===== config.mk =====
export PLATFORM = sky130hd
export DESIGN_NAME = snitch_icache_lookup_arbiter_flat
export DESIGN_NICKNAME = d
export VERILOG_FILES = /design/src/rtl/snitch_icache_lookup_arbiter_if.sv /design/src/rtl/snitch_icache_lookup_arbiter.sv /design/src/flat_wrapper.sv
export SDC_FILE = /design/constraint.sdc
export NUM_CORES = 1
export LEC_CHECK = 0
export ABC_AREA = 1
export CORE_AREA = 2 2 70 72
export DETAILED_ROUTE_END_ITERATION = 7
export DIE_AREA = 0 0 72 74
export GPL_TIMING_DRIVEN = 0
export PLACE_DENSITY = 0.78
export SLEW_MARGIN = 25
export SYNTH_ARGS = -nofsm -noshare
export SYNTH_HDL_FRONTEND = slang
export SYNTH_SLANG_ARGS = --single-unit

===== constraint.sdc =====
create_clock -name clk_i -period 2.54 [get_ports clk_i]
set_input_delay 0.381 -clock clk_i [delete_from_list [all_inputs] [get_ports clk_i]]
set_output_delay 0.381 -clock clk_i [all_outputs]
set_load 0.01 [all_outputs]

===== src/rtl/snitch_icache_lookup_arbiter_if.sv =====
// Handshake bundle between the L0/prefetch requesters, the shared lookup stage and the
// lookup arbiter; the arbiter takes the slave view, the surrounding fabric the master view.
interface snitch_icache_lookup_arbiter_if #(
   parameter int NR_PORTS = 2,
   parameter int FETCH_AW = 32,
   parameter int ID_WIDTH = 4
);
   localparam int PW = $clog2(NR_PORTS);

   logic [NR_PORTS*FETCH_AW-1:0] req_addr_i;
   logic [NR_PORTS*ID_WIDTH-1:0] req_id_i;
   logic [NR_PORTS-1:0]          req_valid_i;
   logic [NR_PORTS-1:0]          req_ready_o;
   logic [NR_PORTS-1:0]          flush_req_i;
   logic [NR_PORTS-1:0]          flush_ack_o;
   logic [FETCH_AW-1:0]          lookup_addr_o;
   logic [ID_WIDTH+PW-1:0]       lookup_id_o;
   logic                         lookup_valid_o;
   logic                         lookup_ready_i;
   logic                         lookup_flush_valid_o;
   logic                         lookup_flush_ready_i;
   logic [ID_WIDTH+PW-1:0]       rsp_id_i;
   logic                         rsp_valid_i;
   logic                         rsp_ready_i;
   logic [NR_PORTS-1:0]          rsp_port_o;
   logic [ID_WIDTH-1:0]          rsp_id_o;
   logic                         busy_o;

   modport slave (
      input  req_addr_i, req_id_i, req_valid_i, flush_req_i, lookup_ready_i,
             lookup_flush_ready_i, rsp_id_i, rsp_valid_i, rsp_ready_i,
      output req_ready_o, flush_ack_o, lookup_addr_o, lookup_id_o, lookup_valid_o,
             lookup_flush_valid_o, rsp_port_o, rsp_id_o, busy_o
   );

   modport master (
      output req_addr_i, req_id_i, req_valid_i, flush_req_i, lookup_ready_i,
             lookup_flush_ready_i, rsp_id_i, rsp_valid_i, rsp_ready_i,
      input  req_ready_o, flush_ack_o, lookup_addr_o, lookup_id_o, lookup_valid_o,
             lookup_flush_valid_o, rsp_port_o, rsp_id_o, busy_o
   );
endinterface


===== src/rtl/snitch_icache_lookup_arbiter.sv =====
// Round-robin arbiter sharing one serial icache lookup between NR_PORTS requesters, with a
// locked grant, an in-flight cap and a block/drain/flush/acknowledge flush sequencer.
module snitch_icache_lookup_arbiter #(
   parameter int NR_PORTS        = 2,
   parameter int FETCH_AW        = 32,
   parameter int ID_WIDTH        = 4,
   parameter int MAX_OUTSTANDING = 4
) (
   input logic                           clk_i,
   input logic                           rst_i,
   snitch_icache_lookup_arbiter_if.slave bus
);
   localparam int PW = $clog2(NR_PORTS);
   localparam int CW = $clog2(MAX_OUTSTANDING + 1);

   localparam logic [1:0] ARB   = 2'd0;
   localparam logic [1:0] DRAIN = 2'd1;
   localparam logic [1:0] FLUSH = 2'd2;
   localparam logic [1:0] ACK   = 2'd3;

   logic [1:0]          state, state_nxt;
   logic [PW-1:0]       rr_ptr, lock_idx, cand_idx, winner;
   logic [PW:0]         scan;
   logic                locked, cand_found, flush_start, grant, lookup_hs, rsp_hs;
   logic [CW-1:0]       outstanding, outstanding_nxt;
   logic [NR_PORTS-1:0] flush_mask;
   logic [ID_WIDTH-1:0] sel_id;

   // Scan from the rr pointer downwards in reverse so the first valid port in cyclic order wins.
   always_comb begin
      cand_found = 1'b0;
      cand_idx   = '0;
      scan       = '0;
      for (int i = NR_PORTS - 1; i >= 0; i--) begin
         scan = {1'b0, rr_ptr} + (PW+1)'(i);
         if (scan >= (PW+1)'(NR_PORTS)) scan = scan - (PW+1)'(NR_PORTS);
         if (bus.req_valid_i[scan[PW-1:0]]) begin
            cand_found = 1'b1;
            cand_idx   = scan[PW-1:0];
         end
      end
   end

   // A locked port is served before any pending flush may start.
   always_comb begin
      flush_start = (state == ARB) && !locked && (|bus.flush_req_i);
      winner      = locked ? lock_idx : cand_idx;
      grant       = !rst_i && (state == ARB) &&
                    (locked || (cand_found && !flush_start &&
                                (outstanding < CW'(MAX_OUTSTANDING))));
      lookup_hs   = grant && bus.lookup_ready_i;
      rsp_hs      = bus.rsp_valid_i && bus.rsp_ready_i;
   end

   always_comb begin
      bus.lookup_addr_o = '0;
      sel_id            = '0;
      for (int p = 0; p < NR_PORTS; p++) begin
         if (winner == PW'(p)) begin
            bus.lookup_addr_o = bus.req_addr_i[p*FETCH_AW +: FETCH_AW];
            sel_id            = bus.req_id_i[p*ID_WIDTH +: ID_WIDTH];
         end
      end
   end

   always_comb begin
      bus.req_ready_o = '0;
      bus.rsp_port_o  = '0;
      if (lookup_hs) bus.req_ready_o[winner] = 1'b1;
      if (bus.rsp_valid_i) bus.rsp_port_o[bus.rsp_id_i[ID_WIDTH +: PW]] = 1'b1;
   end

   always_comb begin
      outstanding_nxt = outstanding;
      if (lookup_hs && !rsp_hs)
         outstanding_nxt = outstanding + 1'b1;
      else if (rsp_hs && !lookup_hs && (outstanding != '0))
         outstanding_nxt = outstanding - 1'b1;

      // DRAIN looks at the next count so a final response moves straight on to FLUSH.
      state_nxt = state;
      case (state)
         ARB:     if (flush_start) state_nxt = DRAIN;
         DRAIN:   if (outstanding_nxt == '0) state_nxt = FLUSH;
         FLUSH:   if (bus.lookup_flush_ready_i) state_nxt = ACK;
         default: state_nxt = ARB;
      endcase
   end

   always_ff @(posedge clk_i or posedge rst_i) begin
      if (rst_i) begin
         state       <= ARB;
         rr_ptr      <= '0;
         outstanding <= '0;
         locked      <= 1'b0;
         lock_idx    <= '0;
         flush_mask  <= '0;
      end else begin
         state       <= state_nxt;
         outstanding <= outstanding_nxt;
         locked      <= grant && !bus.lookup_ready_i;
         if (grant) lock_idx <= winner;
         if (lookup_hs) rr_ptr <= (winner == PW'(NR_PORTS - 1)) ? '0 : winner + 1'b1;
         if (flush_start) flush_mask <= bus.flush_req_i;
         else if (state == ACK) flush_mask <= '0;
      end
   end

   assign bus.lookup_valid_o       = grant;
   assign bus.lookup_id_o          = {winner, sel_id};
   assign bus.lookup_flush_valid_o = (state == FLUSH);
   assign bus.flush_ack_o          = (state == ACK) ? flush_mask : '0;
   assign bus.rsp_id_o             = bus.rsp_id_i[ID_WIDTH-1:0];
   assign bus.busy_o               = (state != ARB) || (outstanding != '0);

   a_lock_held: assert property (@(posedge clk_i) disable iff (rst_i)
      locked |-> bus.req_valid_i[lock_idx]);
   a_no_underflow: assert property (@(posedge clk_i) disable iff (rst_i)
      !(rsp_hs && !lookup_hs && (outstanding == '0)));
endmodule


===== src/flat_wrapper.sv =====
// flat-port wrapper written by rule: the top's interface ports become plain ports
module snitch_icache_lookup_arbiter_flat 
#(
   parameter int NR_PORTS        = 2,
   parameter int FETCH_AW        = 32,
   parameter int ID_WIDTH        = 4,
   parameter int MAX_OUTSTANDING = 4
)
  (clk_i, rst_i, bus_req_addr_i, bus_req_id_i, bus_req_valid_i, bus_flush_req_i, bus_lookup_ready_i, bus_lookup_flush_ready_i, bus_rsp_id_i, bus_rsp_valid_i, bus_rsp_ready_i, bus_req_ready_o, bus_flush_ack_o, bus_lookup_addr_o, bus_lookup_id_o, bus_lookup_valid_o, bus_lookup_flush_valid_o, bus_rsp_port_o, bus_rsp_id_o, bus_busy_o);
  snitch_icache_lookup_arbiter_if #(.NR_PORTS(NR_PORTS), .FETCH_AW(FETCH_AW), .ID_WIDTH(ID_WIDTH)) bus_i ();
  input logic clk_i;
  input logic rst_i;
  input wire logic [$bits(bus_i.req_addr_i)-1:0] bus_req_addr_i;
  input wire logic [$bits(bus_i.req_id_i)-1:0] bus_req_id_i;
  input wire logic [$bits(bus_i.req_valid_i)-1:0] bus_req_valid_i;
  input wire logic [$bits(bus_i.flush_req_i)-1:0] bus_flush_req_i;
  input wire logic [$bits(bus_i.lookup_ready_i)-1:0] bus_lookup_ready_i;
  input wire logic [$bits(bus_i.lookup_flush_ready_i)-1:0] bus_lookup_flush_ready_i;
  input wire logic [$bits(bus_i.rsp_id_i)-1:0] bus_rsp_id_i;
  input wire logic [$bits(bus_i.rsp_valid_i)-1:0] bus_rsp_valid_i;
  input wire logic [$bits(bus_i.rsp_ready_i)-1:0] bus_rsp_ready_i;
  output wire logic [$bits(bus_i.req_ready_o)-1:0] bus_req_ready_o;
  output wire logic [$bits(bus_i.flush_ack_o)-1:0] bus_flush_ack_o;
  output wire logic [$bits(bus_i.lookup_addr_o)-1:0] bus_lookup_addr_o;
  output wire logic [$bits(bus_i.lookup_id_o)-1:0] bus_lookup_id_o;
  output wire logic [$bits(bus_i.lookup_valid_o)-1:0] bus_lookup_valid_o;
  output wire logic [$bits(bus_i.lookup_flush_valid_o)-1:0] bus_lookup_flush_valid_o;
  output wire logic [$bits(bus_i.rsp_port_o)-1:0] bus_rsp_port_o;
  output wire logic [$bits(bus_i.rsp_id_o)-1:0] bus_rsp_id_o;
  output wire logic [$bits(bus_i.busy_o)-1:0] bus_busy_o;
  assign bus_i.req_addr_i = bus_req_addr_i;
  assign bus_i.req_id_i = bus_req_id_i;
  assign bus_i.req_valid_i = bus_req_valid_i;
  assign bus_i.flush_req_i = bus_flush_req_i;
  assign bus_i.lookup_ready_i = bus_lookup_ready_i;
  assign bus_i.lookup_flush_ready_i = bus_lookup_flush_ready_i;
  assign bus_i.rsp_id_i = bus_rsp_id_i;
  assign bus_i.rsp_valid_i = bus_rsp_valid_i;
  assign bus_i.rsp_ready_i = bus_rsp_ready_i;
  assign bus_req_ready_o = bus_i.req_ready_o;
  assign bus_flush_ack_o = bus_i.flush_ack_o;
  assign bus_lookup_addr_o = bus_i.lookup_addr_o;
  assign bus_lookup_id_o = bus_i.lookup_id_o;
  assign bus_lookup_valid_o = bus_i.lookup_valid_o;
  assign bus_lookup_flush_valid_o = bus_i.lookup_flush_valid_o;
  assign bus_rsp_port_o = bus_i.rsp_port_o;
  assign bus_rsp_id_o = bus_i.rsp_id_o;
  assign bus_busy_o = bus_i.busy_o;
  snitch_icache_lookup_arbiter #(.NR_PORTS(NR_PORTS), .FETCH_AW(FETCH_AW), .ID_WIDTH(ID_WIDTH), .MAX_OUTSTANDING(MAX_OUTSTANDING)) u_core (.clk_i(clk_i), .rst_i(rst_i), .bus(bus_i));
endmodule

# After elaboration in Yosys (flattened, before gate mapping)
# Cells that the tools add are included.
dict set report word_totals {
  rom_bits 0
  input_bits 87
  output_inout_bits 50
  elab_cells 85
  n_memories 0
  ram_bits 0
  ff_bits 10
  latchBits 0
}
dict set report op_classes {
  mul 0
  addsub 6
  order_cmp 9
  n_bitwise 0
  reduce_logical 29
  mux 29
  eq_ne 6
  div 0
  shift 0
}
# operator n
set op_table {}
lappend op_table {{32-bit 2-to-1 mux} 1}
lappend op_table {{2-bit 2-to-1 mux} 8}
lappend op_table {{1-bit logical AND} 14}
lappend op_table {{1-bit 2-to-1 mux} 14}
lappend op_table {{1-bit by 2-bit less-than comparator with 1-bit output (second input constant)} 4}
lappend op_table {{1-bit logical NOT} 6}
lappend op_table {{3-bit 2-to-1 mux} 2}
lappend op_table {{2-bit one-hot mux with 3 select lines} 1}
lappend op_table {{2-bit == test (second input constant)} 2}
lappend op_table {{4-bit 2-to-1 mux} 1}
lappend op_table {{2-bit by 1-bit != test with 1-bit output (second input constant)} 2}
lappend op_table {{2-bit nonzero test} 2}
lappend op_table {{3-bit by 1-bit adder with 3-bit output (second input constant)} 1}
lappend op_table {{3-bit logical NOT} 1}
lappend op_table {{3-bit less-than comparator (second input constant)} 1}
lappend op_table {{3-bit AND reduction} 1}
lappend op_table {{3-bit nonzero test} 1}
lappend op_table {{3-bit by 1-bit subtractor with 3-bit output (second input constant)} 1}
lappend op_table {{1-bit by 1-bit adder with 2-bit output (second input constant)} 1}
lappend op_table {{1-bit demux with 1-bit select} 2}
lappend op_table {{2-bit by 1-bit == test with 1-bit output (second input constant)} 1}
lappend op_table {{1-bit >= comparator (second input constant)} 2}
lappend op_table {{1-bit by 2-bit >= comparator with 1-bit output (second input constant)} 1}
lappend op_table {{2-bit >= comparator (second input constant)} 1}
lappend op_table {{6 further kinds} 8}

# Depth between registers and ports, before layout
dict set report logic_depth {
  depth_word 20
  ltp_mapped 15
  mapped_depth_nobuf 15
}

# Worst setup path before layout
# Ideal clock, no wire load.
dict set report synth_path {
  path_type {flip-flop to flip-flop}
  start {reg u_core.state[0]}
  end {reg u_core.state[0]}
  stages_incl_launch_ff 16
  required_time_ps 2423
  slack_ps 737
  setup_time_ps 117
  n_path_buf 0
  synth_period_minus_slack_ps 1803
  arrival_ps 1686
  cell_sequence {dfrtp_1 -> inv_1 -> ha_1 -> inv_2 -> a21oi_4 -> nand2_4 -> nor2_8 -> nand3_4 -> nand2_2 -> nor2_2 -> nor2_4 -> nand3_2 -> nand2_2 -> nand2_1 -> nand2_1 -> nand2_1}
}
dict set report synth_between {
  elab_chain_len 17
  elab_cells_between_ends 24
  classes_between {eq/ne: 5; mux: 3; reduce/logical: 16}
}
# item line_no
set synth_lines {}
lappend synth_lines {{from (decl)} snitch_icache_lookup_arbiter.sv:21} ;# logic [1:0] state, state_nxt;
lappend synth_lines {{from (signal assigned)} snitch_icache_lookup_arbiter.sv:99} ;# state <= state_nxt;
lappend synth_lines {{2-bit logical NOT (*)} {snitch_icache_lookup_arbiter.sv:46, snitch_icache_lookup_arbiter.sv:48}}
lappend synth_lines {{1-bit logical AND (2 in series)} snitch_icache_lookup_arbiter.sv:46} ;# flush_start = (state == ARB) && !locked && (|bus.flush_req_i);
lappend synth_lines {{1-bit logical NOT} snitch_icache_lookup_arbiter.sv:49} ;# (locked || (cand_found && !flush_start &&
lappend synth_lines {{1-bit logical AND (2 in series)} snitch_icache_lookup_arbiter.sv:49}
lappend synth_lines {{1-bit logical OR} snitch_icache_lookup_arbiter.sv:49}
lappend synth_lines {{1-bit logical AND (*)} snitch_icache_lookup_arbiter.sv:48} ;# grant = !rst_i && (state == ARB) &&
lappend synth_lines {{net bus_lookup_valid_o} flat_wrapper.sv:26} ;# output wire logic [$bits(bus_i.lookup_valid_o)-1:0] bus_lookup_valid_o;
lappend synth_lines {{1-bit logical AND (*)} snitch_icache_lookup_arbiter.sv:51} ;# lookup_hs = grant && bus.lookup_ready_i;
lappend synth_lines {{1-bit logical NOT} snitch_icache_lookup_arbiter.sv:77} ;# else if (rsp_hs && !lookup_hs && (outstanding != '0))
lappend synth_lines {{1-bit logical AND (2 in series)} snitch_icache_lookup_arbiter.sv:77}
lappend synth_lines {{3-bit 2-to-1 mux} snitch_icache_lookup_arbiter.sv:77}
lappend synth_lines {{3-bit 2-to-1 mux (*)} snitch_icache_lookup_arbiter.sv:75} ;# if (lookup_hs && !rsp_hs)
lappend synth_lines {{3-bit logical NOT (*)} snitch_icache_lookup_arbiter.sv:84} ;# DRAIN: if (outstanding_nxt == '0) state_nxt = FLUSH;
lappend synth_lines {{2-bit by 1-bit != test with 1-bit output (no line) (*)} n/a}
lappend synth_lines {{3-bit AND reduction (no line) (*)} n/a}
# The timed path passes the listed nets; every way through them passes the cells marked *.
# A chain may end at the register's enable or synchronous reset.

# Worst setup path after layout
dict set report layout_path {
  start {in bus_req_valid_i[0]}
  end {out bus_lookup_addr_o[14]}
}
dict set report layout_between {
  elab_chain_len 6
  elab_cells_between_ends 8
  classes_between {mux: 8}
}
# item line_no
set layout_lines {}
lappend layout_lines {{from (decl)} flat_wrapper.sv:15} ;# input wire logic [$bits(bus_i.req_valid_i)-1:0] bus_req_valid_i;
lappend layout_lines {{1-bit 2-to-1 mux (not written as such) (2 in series)} snitch_icache_lookup_arbiter.sv:37} ;# if (bus.req_valid_i[scan[PW-1:0]]) begin
lappend layout_lines {{1-bit 2-to-1 mux} snitch_icache_lookup_arbiter.sv:37}
lappend layout_lines {{1-bit 2-to-1 mux (*)} snitch_icache_lookup_arbiter.sv:37}
lappend layout_lines {{1-bit 2-to-1 mux (*)} snitch_icache_lookup_arbiter.sv:47} ;# winner = locked ? lock_idx : cand_idx;
lappend layout_lines {{32-bit 2-to-1 mux (*)} snitch_icache_lookup_arbiter.sv:59} ;# if (winner == PW'(p)) begin
lappend layout_lines {{to (decl)} flat_wrapper.sv:24} ;# output wire logic [$bits(bus_i.lookup_addr_o)-1:0] bus_lookup_addr_o;
# Mark *: on every way between the ends. The rest lies on a longest branch, timed or not. The select of a mux whose other input is x is not followed.

==> run summary <==
status = finished clean
total power = 1.51 mW
clock root buffer = clkbuf_8
layout cell share with drive strength beyond 1 = 11.3%
Slew @ Worst Pin = 0.295 ns
Avg Inst Size Synth = 5.67 um^2
Critical Path End Type = output port
CTS tree = built
Final min period = 2.49 ns
Yosys cell types = 26
core area = 4600 um^2
part of the power in registers = 18.4%
leading cell type in the layout, fill and taps excluded = nand2_1
worst reg2reg path endpoint = u_core.state[0]
Mapped Area = 1270 um^2
clock tree sinks = 10
CP max FO = 10
DP Cell Count = 410
row cnt = 25
commonest cells after routing, fill and taps aside = nand2_1 (129), clkdlybuf4s50_1 (126), inv_1 (17)
final setup margin = 0.0460 ns
Die Y-Extent = 74 um
Clock power frac = 13.2%
Hold Fails Final Rpt = 0
Reg2Reg Depth = 15
area of the die = 5330 um^2
Vias = 1777
crit share post-route = 98.2%
combinational share of power = 68.5%
Initial DRC Count = 48
nets = 457
Pwr per Cell Area = 543 nW/um^2
Cells after Synth = 224
# DRC = 0
Leak Pwr = 1.48 nW
Diodes inserted = 0
f_max = 401 MHz
r2r setup slk = 0.53 ns
Max Cap Viol = 0
largest net degree at the start of global routing = 20
Setup Viol. Count Final = 0
Syn Nets = 318
RSZ-0062 raised after global routing = yes
crit path launch type = input port
HP Class = input port to asynchronous set/reset pin
post-route insts no fill = 416
initial antenna violation count = 0
GPL Wtd Cong = 0.827
Max-slew headroom = 80.3%
CTS max path bufs = 2
Boundary Pins = 137
wire length per cell = 11.4 um
Avg Vias per Cell = 4.27
pre-CTS WS = -0.451 ns
number of synthesized register bits = 10
arrival time worst endpoint = 2.11 ns
Port Buf Inserts = 132
hold buffer count at cts = 0
Fin Clk Skew = 0.00469 ns
Post-Layout Inst Area = 2770 um^2
Sw Share = 40.8%
Clk Latency, worst-skew pair = 0.24 ns
Sw Pwr = 0.614 mW
DP Wirelength = 4150 um
first-pass GRT wire length = 7010 um
gr ovfl total = 0
final wirelength = 4760 um
H-tree depth = 1
clock slew at reported path FFs = 0.05 ns
Final Util = 60.3%
area grow syn2layout = 118%
max-slew violation count = 0
synth warn = 0
Seq/Total Area, Yosys = 19.7%
Die W = 72 um
Total GRT Usage = 16.5%
DRT antenna net count = 0
Post-Place Cell Area = 2660 um^2
Setup Crit Path Kind = input port to output port
vias in the first global route = 1490
Starting Density = 27.6%
Req. time, crit path = 2.16 ns
Worst VDD drop = 500 uV
internal cell power = 0.892 mW
drt pass-1 iters = 4
cts bufs inserted = 3
reg2reg start = u_core.state[0]
==> worst max-delay path: stages <==
cell	delay, ns
clkdlybuf4s50_1	0.50
nand2_1	0.06
nand3_1	0.08
o21ai_2	0.09
inv_2	0.14
buf_4	0.19
nand2_1	0.07
nand2_1	0.06
clkdlybuf4s50_1	0.53
==> layer usage <==
layer  wire length, um  track usage [%]  share of wire, %  up-vias
met2              2450             29.8                52       70
met3               396             4.47               8.3        4
met1              1880             20.2                39      762
met4                38             2.31              0.80        0
li1                  -                -                 -      941
met5                 0                0                 0        -
==> power by group through the flow <==
stage | clock [mW] | combinational, mW | sequential, mW
6_report | 0.199 | 1.03 | 0.277
5_1_grt | 0.218 | 1.15 | 0.286
4_1_cts | 0.202 | 1.04 | 0.277
3_5_place_dp | 0 | 1.02 | 0.280
3_3_place_gp | 0 | 0.994 | 0.275
2_1_floorplan | 0 | 0.553 | 0.266
==> registers in the layout, summed over array words and instances (netlist names) <==
signal and cells:
u_core.lock_idx 1, u_core.outstanding 3, u_core.state 2, u_core.flush_mask 2, u_core.rr_ptr 1, u_core.locked 1
==> stage by stage <==
step / hold WS (ns) / TNS [ns]
floorplan: 0.200 / 0
global placement: 0.503 / -10.63
detailed placement: 0.502 / -10.51
CTS: 0.414 / 0
global route: 0.426 / -1.87
finish: 0.404 / 0
==> synthesized netlist by cell type (all sizes together) <==
master	number	area, um^2
o21ai	6	33.8
clkinv	1	3.75
nor3	1	5.00
dfrtp	10	250
clkbuf	6	22.5
a21oi	4	31.3
nand2	134	526
nor2	10	66.3
buf	6	42.5
nand4	1	21.3
inv	25	93.8
ha	7	87.6
nand3	12	77.6
xnor2	1	8.76
==> final cells by class <==
class,count,area (um^2)
buffer,11,83.8
fill,448,1820
tap,54,67.6
sequential,10,250
timing repair buffer,135,1360
clock buffer,4,55.1
inverter,26,97.6
multi-input combinational,176,861
==> logic make-up after synthesis <==
logic type                 Yosys count  synth area share [%]
AOI/OAI and AO/OA                   10                  5.12
buffers and inverters               38                  12.8
DFF                                 10                  19.7
xor gates and xnor gates             1                 0.690
adders and majority gates            7                  6.90
and+or+nand+nor                    158                  54.8
==> how the worst max path moves through the flow <==
| stage | from | to | slack, ns |
|---|---|---|---|
| 3_5_place_dp | bus_req_valid_i[1] | bus_lookup_addr_o[19] | -0.45 |
| 6_report | bus_req_valid_i[0] | bus_lookup_addr_o[14] | 0.05 |
| 3_3_place_gp | bus_req_valid_i[1] | bus_lookup_addr_o[4] | -0.46 |
| 5_1_grt | bus_req_valid_i[0] | bus_lookup_addr_o[21] | -0.1 |
| 4_1_cts | bus_req_valid_i[0] | bus_lookup_addr_o[14] | 0.002 |
| 2_1_floorplan | u_core.state[0] | u_core.state[0] | 0.74 |
==> what timing repair did <==
action / CTS / global route
hold endpoints to repair: 0 / 0
buffers inserted: 2 / 1
resized for setup: 12 / 9
endpoints found under the setup margin: 38 / 34
(Power assumes the default switching activity.)
